<file path="config.mk">
export PLATFORM = sky130hd
export DESIGN_NAME = imem_fetch_ctrl
export DESIGN_NICKNAME = d
export VERILOG_FILES = /design/src/rtl/imem_fetch_pkg.sv /design/src/rtl/imem_fetch_nextpc.sv /design/src/rtl/imem_fetch_ctrl.sv
export SDC_FILE = /design/constraint.sdc
export NUM_CORES = 1
export LEC_CHECK = 0
export BUFFER_PORTS_ARGS = -buffer_cell sky130_fd_sc_hd__buf_2
export CAP_MARGIN = 5
export CORE_AREA = 2 2 146 148
export CTS_BUF_LIST = sky130_fd_sc_hd__clkbuf_4
export CTS_CLUSTER_DIAMETER = 60
export DETAILED_ROUTE_END_ITERATION = 12
export DIE_AREA = 0 0 148 150
export GPL_TIMING_DRIVEN = 0
export SKIP_LAST_GASP = 1
export SYNTH_ARGS = -nofsm -noshare
export SYNTH_HDL_FRONTEND = slang
export SYNTH_SLANG_ARGS = --single-unit
export TNS_END_PERCENT = 20
</file>
<file path="constraint.sdc">
create_clock -name clk -period 3.06 [get_ports clk]
set_clock_uncertainty 0.2 [all_clocks]
set_input_delay 0.612 -clock clk [delete_from_list [all_inputs] [get_ports clk]]
set_output_delay 0.612 -clock clk [all_outputs]
set_load 0.01 [all_outputs]
</file>
<file path="src/rtl/imem_fetch_pkg.sv">
// imem_fetch_pkg
// Shared definitions for the instruction-fetch controller:
//   - FSM state encodings (BOOT, RUN, HANDLER), kept as fixed legacy codes
//     and wrapped in an enum so the controller can use named states.
//   - NOP instruction word loaded into IF/ID when it is squashed.
//   - Redirect-cause enum produced by the next-PC priority mux.
//   - word_align(): forces bits [1:0] of a target to zero.
package imem_fetch_pkg;

    localparam logic [1:0] ST_BOOT    = 2'd0;
    localparam logic [1:0] ST_RUN     = 2'd1;
    localparam logic [1:0] ST_HANDLER = 2'd2;

    typedef enum logic [1:0] {
        BOOT    = ST_BOOT,
        RUN     = ST_RUN,
        HANDLER = ST_HANDLER
    } fetch_state_e;

    localparam logic [31:0] NOP = 32'h0000_0000;

    typedef enum logic [2:0] {
        CAUSE_NONE   = 3'd0,
        CAUSE_EXC    = 3'd1,
        CAUSE_IRQ    = 3'd2,
        CAUSE_ERET   = 3'd3,
        CAUSE_BRANCH = 3'd4,
        CAUSE_JUMP   = 3'd5
    } redirect_cause_e;

    function automatic logic [31:0] word_align(input logic [31:0] addr);
        return {addr[31:2], 2'b00};
    endfunction

endpackage

</file>
<file path="src/rtl/imem_fetch_nextpc.sv">
// imem_fetch_nextpc
// Combinational next-PC priority mux for the fetch controller.
// Priority, highest first: exc, irq (RUN and not stalled), eret, branch,
// jump, hold (stall or BOOT), pc+4. Reset is applied by the register stage.
// Ports:
//   state_i          current controller state (imem_fetch_pkg codes)
//   pc_i / epc_i     current PC and saved return PC
//   stall_i          hold request
//   exc_i, irq_i, eret_i, branch_i, jump_i   redirect requests
//   branch_target_i / jump_target_i          redirect targets (masked here)
//   next_pc_o        PC to load on the next edge
//   redirect_o       high when any redirect is taken
//   cause_o          redirect_cause_e code of the taken redirect
module imem_fetch_nextpc
    import imem_fetch_pkg::*;
#(
    parameter logic [31:0] IRQ_VEC = 32'h0000_0004,
    parameter logic [31:0] EXC_VEC = 32'h0000_0008
) (
    input  logic [1:0]  state_i,
    input  logic [31:0] pc_i,
    input  logic [31:0] epc_i,
    input  logic        stall_i,
    input  logic        exc_i,
    input  logic        irq_i,
    input  logic        eret_i,
    input  logic        branch_i,
    input  logic [31:0] branch_target_i,
    input  logic        jump_i,
    input  logic [31:0] jump_target_i,
    output logic [31:0] next_pc_o,
    output logic        redirect_o,
    output logic [2:0]  cause_o
);

    always_comb begin
        next_pc_o  = pc_i + 32'd4;
        redirect_o = 1'b0;
        cause_o    = CAUSE_NONE;
        if (exc_i) begin
            next_pc_o  = EXC_VEC;
            redirect_o = 1'b1;
            cause_o    = CAUSE_EXC;
        end else if (irq_i && (state_i == ST_RUN) && !stall_i) begin
            next_pc_o  = IRQ_VEC;
            redirect_o = 1'b1;
            cause_o    = CAUSE_IRQ;
        end else if (eret_i) begin
            next_pc_o  = word_align(epc_i);
            redirect_o = 1'b1;
            cause_o    = CAUSE_ERET;
        end else if (branch_i) begin
            next_pc_o  = word_align(branch_target_i);
            redirect_o = 1'b1;
            cause_o    = CAUSE_BRANCH;
        end else if (jump_i) begin
            next_pc_o  = word_align(jump_target_i);
            redirect_o = 1'b1;
            cause_o    = CAUSE_JUMP;
        end else if (stall_i || (state_i == ST_BOOT)) begin
            // BOOT performs no fetch, so the PC must not advance either.
            next_pc_o  = pc_i;
        end
    end

endmodule

</file>
<file path="src/rtl/imem_fetch_ctrl.sv">
// imem_fetch_ctrl
// Instruction-fetch controller: owns the PC, drives the combinational
// instruction memory, registers the fetched word into IF/ID, records the
// exception return PC and tracks handler mode (no nested interrupts).
// Optional feature: define IMEM_FETCH_PERF_EN to build the saturating
// fetch/stall/flush performance counters; otherwise those ports read 0.
// Ports:
//   clk, reset                 clock, synchronous active-high reset
//   stall_i, flush_i           hold PC+IF/ID, squash IF/ID
//   jump_*, branch_*           ID/EX redirects
//   exc_i, exc_pc_i            exception and faulting PC
//   irq_i, eret_i              level interrupt, handler return
//   imem_addr_o, imem_en_o     memory word address and enable
//   imem_instr_i               fetched word
//   if_id_instr_o/pc4_o/valid_o IF/ID stage register
//   pc_o, epc_o, in_handler_o  architectural status
//   fetch/stall/flush_cnt_o    performance counters
module imem_fetch_ctrl
    import imem_fetch_pkg::*;
#(
    parameter int unsigned IMEM_AW   = 7,
    parameter logic [31:0] RESET_VEC = 32'h0000_0000,
    parameter logic [31:0] IRQ_VEC   = 32'h0000_0004,
    parameter logic [31:0] EXC_VEC   = 32'h0000_0008
) (
    input  logic               clk,
    input  logic               reset,
    input  logic               stall_i,
    input  logic               flush_i,
    input  logic               jump_i,
    input  logic [31:0]        jump_target_i,
    input  logic               branch_i,
    input  logic [31:0]        branch_target_i,
    input  logic               exc_i,
    input  logic [31:0]        exc_pc_i,
    input  logic               irq_i,
    input  logic               eret_i,
    output logic [IMEM_AW-1:0] imem_addr_o,
    output logic               imem_en_o,
    input  logic [31:0]        imem_instr_i,
    output logic [31:0]        if_id_instr_o,
    output logic [31:0]        if_id_pc4_o,
    output logic               if_id_valid_o,
    output logic [31:0]        pc_o,
    output logic [31:0]        epc_o,
    output logic               in_handler_o,
    output logic [31:0]        fetch_cnt_o,
    output logic [31:0]        stall_cnt_o,
    output logic [31:0]        flush_cnt_o
);

    fetch_state_e state_q;
    logic [31:0]  pc_q;
    logic [31:0]  epc_q;
    logic [31:0]  if_instr_q;
    logic [31:0]  if_pc4_q;
    logic         if_valid_q;

    logic [31:0]  next_pc;
    logic         redirect;
    logic [2:0]   cause;
    logic         invalidate;
    logic         fetch_load;
    logic         stall_edge;

    imem_fetch_nextpc #(
        .IRQ_VEC (IRQ_VEC),
        .EXC_VEC (EXC_VEC)
    ) u_nextpc (
        .state_i         (state_q),
        .pc_i            (pc_q),
        .epc_i           (epc_q),
        .stall_i         (stall_i),
        .exc_i           (exc_i),
        .irq_i           (irq_i),
        .eret_i          (eret_i),
        .branch_i        (branch_i),
        .branch_target_i (branch_target_i),
        .jump_i          (jump_i),
        .jump_target_i   (jump_target_i),
        .next_pc_o       (next_pc),
        .redirect_o      (redirect),
        .cause_o         (cause)
    );

    // A redirect beats stall: the wrong-path word is squashed and the PC moves.
    assign invalidate = redirect || flush_i;
    assign fetch_load = !invalidate && !stall_i && (state_q != BOOT);
    assign stall_edge = stall_i && !redirect;

    always_ff @(posedge clk) begin
        if (reset) begin
            state_q    <= BOOT;
            pc_q       <= RESET_VEC;
            epc_q      <= '0;
            if_instr_q <= NOP;
            if_pc4_q   <= '0;
            if_valid_q <= 1'b0;
        end else begin
            pc_q <= next_pc;

            unique case (state_q)
                BOOT:    state_q <= RUN;
                RUN:     if (cause == CAUSE_EXC || cause == CAUSE_IRQ) state_q <= HANDLER;
                HANDLER: if (cause == CAUSE_ERET) state_q <= RUN;
                default: state_q <= BOOT;
            endcase

            // EPC is captured only on entry to the handler; a nested
            // exception keeps the original return address.
            if (state_q == RUN) begin
                if (cause == CAUSE_EXC)
                    epc_q <= exc_pc_i;
                else if (cause == CAUSE_IRQ)
                    epc_q <= pc_q;
            end

            if (invalidate) begin
                if_instr_q <= NOP;
                if_valid_q <= 1'b0;
            end else if (fetch_load) begin
                if_instr_q <= imem_instr_i;
                if_pc4_q   <= pc_q + 32'd4;
                if_valid_q <= 1'b1;
            end
        end
    end

`ifdef IMEM_FETCH_PERF_EN
    logic [31:0] fetch_cnt_q;
    logic [31:0] stall_cnt_q;
    logic [31:0] flush_cnt_q;

    always_ff @(posedge clk) begin
        if (reset) begin
            fetch_cnt_q <= '0;
            stall_cnt_q <= '0;
            flush_cnt_q <= '0;
        end else begin
            if (fetch_load && (fetch_cnt_q != '1)) fetch_cnt_q <= fetch_cnt_q + 32'd1;
            if (stall_edge && (stall_cnt_q != '1)) stall_cnt_q <= stall_cnt_q + 32'd1;
            if (invalidate && (flush_cnt_q != '1)) flush_cnt_q <= flush_cnt_q + 32'd1;
        end
    end

    assign fetch_cnt_o = fetch_cnt_q;
    assign stall_cnt_o = stall_cnt_q;
    assign flush_cnt_o = flush_cnt_q;
`else
    logic unused_perf;
    assign unused_perf = stall_edge;
    assign fetch_cnt_o = '0;
    assign stall_cnt_o = '0;
    assign flush_cnt_o = '0;
`endif

    assign imem_addr_o   = pc_q[IMEM_AW+1:2];
    assign imem_en_o     = (state_q != BOOT);
    assign if_id_instr_o = if_instr_q;
    assign if_id_pc4_o   = if_pc4_q;
    assign if_id_valid_o = if_valid_q;
    assign pc_o          = pc_q;
    assign epc_o         = epc_q;
    assign in_handler_o  = (state_q == HANDLER);

endmodule
</file>
Yosys cells after proc, flatten, opt, wreduce, memory -nomap -nowiden
Index checks and enable logic that the tools add are counted.

word-level totals
  register bits after elaboration = 131
  word-level logic and storage cells = 61

operators by class
  add/sub/neg operators = 1
  eq/ne operators = 10
  mux-type cells = 21
  bitwise operators = 1
  reduce and logical (&&, ||, !) cells = 19

operators by type and width
  kind                     number
  $mux W32                 6
  $add A32 B3 Y32 const B  1
  $mux W3                  5
  $mux W4                  2
  $eq A3 B2 Y1 const B     2
  $ne A6 B5 Y1 const B     1
  $pmux W2 S3              1
  $reduce_and A2 Y1        3
  $reduce_or A6 Y1         1
  $mux W1                  5
  $ne A5 B4 Y1 const B     1
  $logic_and A1 B1 Y1      4
  $mux W2                  2
  $ne A4 B4 Y1 const B     1
  $reduce_bool A2 Y1       2
  $reduce_or A2 Y1         2
  $eq A3 B1 Y1 const B     1
  $logic_or A1 B1 Y1       3
  $reduce_or A3 Y1         1
  $eq A2 B1 Y1 const B     1
  $eq A2 B2 Y1 const B     1
  $logic_not A1 Y1         2
  $logic_not A2 Y1         1
  $ne A2 B1 Y1 const B     1
  2 further kinds          2

Longest topological paths before layout
  depth in word-level cells = 10
  depth in mapped cells = 8
  gate-level depth less buffers = 6

Cells and area by module
Synthesis repeated with hierarchy kept, for this count alone.

unflattened totals
  cells, all modules = 975
  area, all modules = 7786.2 um^2

modules (own cells, without submodules)
  module             instances  cells an instance  area each (um^2)  seq. area each (um^2)
  imem_fetch_ctrl    1          682                5960.7            2622.5
  imem_fetch_nextpc  1          293                1825.5            0.0

Worst setup path after synthesis
Ideal clock, no wire load.

  path kind = input -> register
  from = input branch_i
  to = register if_pc4_q[25] (netlist: if_id_pc4_o[25])
  data arrival time = 2123 ps
  required time = 2724 ps
  setup slack = 602 ps
  cell stages on the path = 6
  path buffers = 3
  path through = clkbuf_1 > or4_4 > nor4_4 > buf_4 > buf_2 > a211oi_1

on the way
  word-level cells in the longest chain between the ends = 9
  elaborated cells on any way between the ends = 10
  classes of those cells = mux (4); bitwise (1); reduce/logical (5)

ends and longest elaborated chain
  element                               line                     RTL
  from (decl)                           imem_fetch_ctrl.sv:32    input logic branch_i,
  $mux W1 *                             imem_fetch_nextpc.sv:52  end else if (branch_i) begin
  $mux W1 *                             imem_fetch_nextpc.sv:48  end else if (eret_i) begin
  $mux W1 *                             imem_fetch_nextpc.sv:44  end else if (irq_i && (state_i == ST_RUN) && !stall_i) begin
  $mux W1 *                             imem_fetch_nextpc.sv:40  if (exc_i) begin
  $logic_or A1 B1 Y1 *                  imem_fetch_ctrl.sv:87    assign invalidate = redirect || flush_i;
  $logic_not A1 Y1                      imem_fetch_ctrl.sv:88    assign fetch_load = !invalidate && !stall_i && (state_q != BOOT);
  $logic_and A1 B1 Y1 (2 in a row)      imem_fetch_ctrl.sv:88
  $reduce_and A2 Y1 (no source line) *  n/a
  to (signal assigned)                  imem_fetch_ctrl.sv:123   if_pc4_q <= pc_q + 32'd4;
  to (decl)                             imem_fetch_ctrl.sv:56    logic [31:0] if_pc4_q;

Every way passes the cells marked *; elsewhere a longest branch is shown, timed or not.
A chain may end at the register's enable or synchronous reset.

Final worst setup path
  from = register pc_q[2] (netlist: pc_o[2])
  to = register if_pc4_q[24] (netlist: if_id_pc4_o[24])

on the way
  word-level cells in the longest chain between the ends = 1

ends and longest elaborated chain
  element                 line                    RTL
  from (decl)             imem_fetch_ctrl.sv:53   logic [31:0] pc_q;
  from (signal assigned)  imem_fetch_ctrl.sv:100  pc_q <= next_pc;
  $add A32 B3 Y32         imem_fetch_ctrl.sv:123

No other way between the ends.

==> impl_summary.log <==
[metrics] routed wire length: 28800 µm
[metrics] clock-pin transition on the worst setup and hold timing paths: 0.14 ns
[metrics] DR pass1 iterations: 8
[metrics] Distinct cells, synth: 66
[metrics] routability congestion estimate: 0.870
[metrics] Initial Utilization: 0.343
[metrics] area of the core: 20700 µm²
[metrics] sequential area share after synthesis: 0.359
[metrics] die extent in y: 150 µm
[metrics] cell area after synthesis: 7090 µm²
[metrics] synthesized flop and latch total: 127
[metrics] GR met3 Demand/Resource: 0.0622
[metrics] DRC violation total after the first TritonRoute iteration: 763
[metrics] busiest layer in global routing: met2
[metrics] Peak Freq: 346 MHz
[metrics] met2 global-route usage: 0.403
[metrics] status: completed
[metrics] share of async-settable or async-resettable flops after synthesis: 0
[metrics] Hold WS: 0.103 ns
[metrics] category of cells accounting for the largest share of critical-path delay: simple AND/OR/NAND/NOR gates
[metrics] Static Leak: 4.43 nW
[metrics] Slew Limit Headroom: 0.0451
[metrics] post_cts resized: 0
[metrics] cell count after synthesis: 843
[metrics] MaxCap Viol Count: 0
[metrics] worst-path cell chain: ha_1 > nand4_1 > nor4_4 > nor3b_2 > xnor2_1 > a211oi_2
[metrics] vias per std cell: 5.01
[metrics] # fillers: 2195
[metrics] Util after Layout: 0.456
[metrics] worst voltage drop across the vdd grid: 0.244 mV
[metrics] CP max-delay cell: sky130_fd_sc_hd__dfxtp_1
[metrics] clock net sink count: 127
[metrics] crit path kind: reg2reg
[metrics] synthesized area divided by synthesized cell count: 8.41 µm²
[metrics] clock root cell: sky130_fd_sc_hd__clkbuf_4
[metrics] unrepaired setup endpoints after global routing: no
[metrics] largest net degree at the start of global routing: 17
[metrics] post-layout instance area: 9440 µm²
[metrics] number of hold buffers added after CTS: 0
[metrics] pre-CTS setup slack: -0.259 ns
[metrics] portion of the clock cycle consumed by the worst path in the final layout: 0.944
[metrics] Worst Setup Start Kind: flop
[metrics] final max-slew violation count: 0
[metrics] worst hold path type: in2reg
[metrics] Tot GR Track Use: 0.246
[metrics] met1 usage in global routing: 0.321
[metrics] Max FO, Critical Path: 9
[metrics] number of rows in the core area: 53
[metrics] total vias in the final route: 7583
[metrics] minimum period implied by the final worst setup slack: 2.89 ns
[metrics] number of ports placed on the die boundary: 371
[metrics] dpl cell area: 9120 µm²
[metrics] number of antenna violations at the first check in global routing: 2
[metrics] die footprint: 22200 µm²
[metrics] Post-route DRC: 0
[metrics] layout cells sized above 1: 0.353
[metrics] clock insertion delay at the later pin of the skew report: 0.57 ns
[metrics] vias in the first global route: 6818
[metrics] post-synthesis to final-layout area growth: 33.2%
[metrics] power density over cell area: 419 nW/µm²
[metrics] HPWL after DPL: 22400 µm
[metrics] arrival time at the worst endpoint: 3.16 ns
[metrics] TritonCTS clock tree: built
[metrics] Slew @ Worst Pin: 1.42 ns
[metrics] CP max stage delay: 0.63 ns
[metrics] prevailing post-synth register cell: sky130_fd_sc_hd__dfxtp_1
[metrics] number of setup violations in the final report: 0
[metrics] number of buffers between clock root and the deepest sink: 2
[metrics] CTS Buf Count: 17
[metrics] H-tree depth: 4
[metrics] post-route antenna net violation count: 0
[metrics] Routed wire per std cell: 19.0 µm
[metrics] Final Hold Viols: 0
[metrics] count of synthesis-stage warnings from yosys: 0
[metrics] number of enable-type register cells in the synthesized netlist: 0
[metrics] total buffers and inverters traversed by the critical path: 0
[metrics] final net count: 1362
[metrics] Crit path required time: 3.34 ns
[metrics] crit path capture type: flop
[metrics] horizontal die dimension: 148 µm
[metrics] worst setup margin: 0.172 ns
[metrics] Post CTS Setup Buffer Count: 0
[metrics] Port Buffers: 263
[metrics] global-route wire length before repair: 41400 µm
[metrics] global route overflow: 0
sequential cells by signal, summed over array words and instances, names as in the netlist:
register	count
if_id_instr_o	32
pc_o	30
if_id_valid_o	1
if_id_pc4_o	30
epc_o	32
state_q	2
cells by family (layout without fill, tap and decap cells):
family	after synthesis	in the layout	share of synthesized area
buf+inv	186	481	0.159
simple gates	243	243	0.173
compound gates	213	213	0.210
mux	44	44	0.0621
fa+ha+maj	1	1	0.00177
flops	127	127	0.359
other cells	1	102	0.000529
xor+xnor	28	28	0.0346
per-stage QoR:
| stage | cells | TNS [ns] | power [mW] |
|---|---|---|---|
| global route | 1514 | 0 | 4.12 |
| floorplan | 942 | 0 | 2.32 |
| detailed placement | 1480 | -0.643 | 2.63 |
| global placement | 1480 | -0.571 | 2.63 |
| CTS | 1512 | 0 | 3.95 |
| finish | 1514 | 0 | 3.95 |
cells in the mapped netlist (all sizes together), types with 8 or more instances:
cell | instances | share of area
a211oi | 57 | 0.061
a21oi | 26 | 0.018
a221oi | 8 | 0.0099
a22oi | 11 | 0.012
a31oi | 9 | 0.0079
buf | 131 | 0.13
clkbuf | 46 | 0.025
dfxtp | 127 | 0.36
inv | 9 | 0.0048
mux2i | 44 | 0.062
nand2 | 36 | 0.019
nand3 | 8 | 0.0056
nand4 | 19 | 0.021
nor2 | 119 | 0.063
nor3 | 12 | 0.0085
o21ai | 22 | 0.016
o22ai | 40 | 0.035
xnor2 | 9 | 0.011
xor2 | 19 | 0.023
layout make-up:
cell class / count / area (µm²) / area share
Tap cell: 275 / 344 / 0.0365
Inverter: 9 / 33.8 / 0.00358
Antenna cell: 2 / 5.00 / 0.000530
Multi-Input combinational cell: 629 / 3790 / 0.401
Clock inverter: 14 / 180 / 0.0191
Sequential cell: 127 / 2540 / 0.269
Buffer: 177 / 1090 / 0.116
Timing Repair Buffer: 263 / 1320 / 0.139
Clock buffer: 18 / 135 / 0.0143
worst register-to-register path, delay by kind of cell (launching register included):
kind                       cells  cell delay [ns]
adders and majority gates      1             0.31
xor gates and xnor gates       1             0.19
AOI/OAI and AO/OA              1             0.25
and+or+nand+nor                3             1.24
DFF                            1             0.63
layout by cell type, fill, tap and decap left out, drive strengths merged, types with 8 or more instances in the layout:
| cell | instances |
|---|---|
| buf | 394 |
| dfxtp | 127 |
| nor2 | 119 |
| conb | 100 |
| clkbuf | 64 |
| a211oi | 57 |
| mux2i | 44 |
| o22ai | 40 |
| nand2 | 36 |
| a21oi | 26 |
| o21ai | 22 |
| xor2 | 19 |
| nand4 | 19 |
| inv | 14 |
| nor3 | 12 |
| a22oi | 11 |
| xnor2 | 9 |
| a31oi | 9 |
| nand3 | 8 |
| a221oi | 8 |
final timing paths:
check | from | to | slack, ns | cells past startpoint
worst min-delay path | imem_instr_i[20] | if_id_instr_o[20] | 0.10 | 3
worst min register to register | if_id_valid_o | if_id_valid_o | 0.28 | 2
worst max-delay path | pc_o[2] | if_id_pc4_o[24] | 0.17 | 6
worst max register to register | pc_o[2] | if_id_pc4_o[24] | 0.17 | 6
power by group:
part	leakage [nW]	total, mW	internal [mW]	switching, mW
Clock	0.164	1.34	0.590	0.748
Sequential	1.03	1.80	1.72	0.0827
Combinational	3.23	0.814	0.343	0.472
Total	4.43	3.95	2.65	1.30
per-layer routing:
metal  part of all wire  up-vias  routed length [µm]
li1                   -     3607                   -
met1               0.42     3525               12100
met2               0.47      412               13500
met3              0.090       39                2590
met4              0.020        0                 573
met5                  0        -                   0
(Power assumes the default switching activity.)
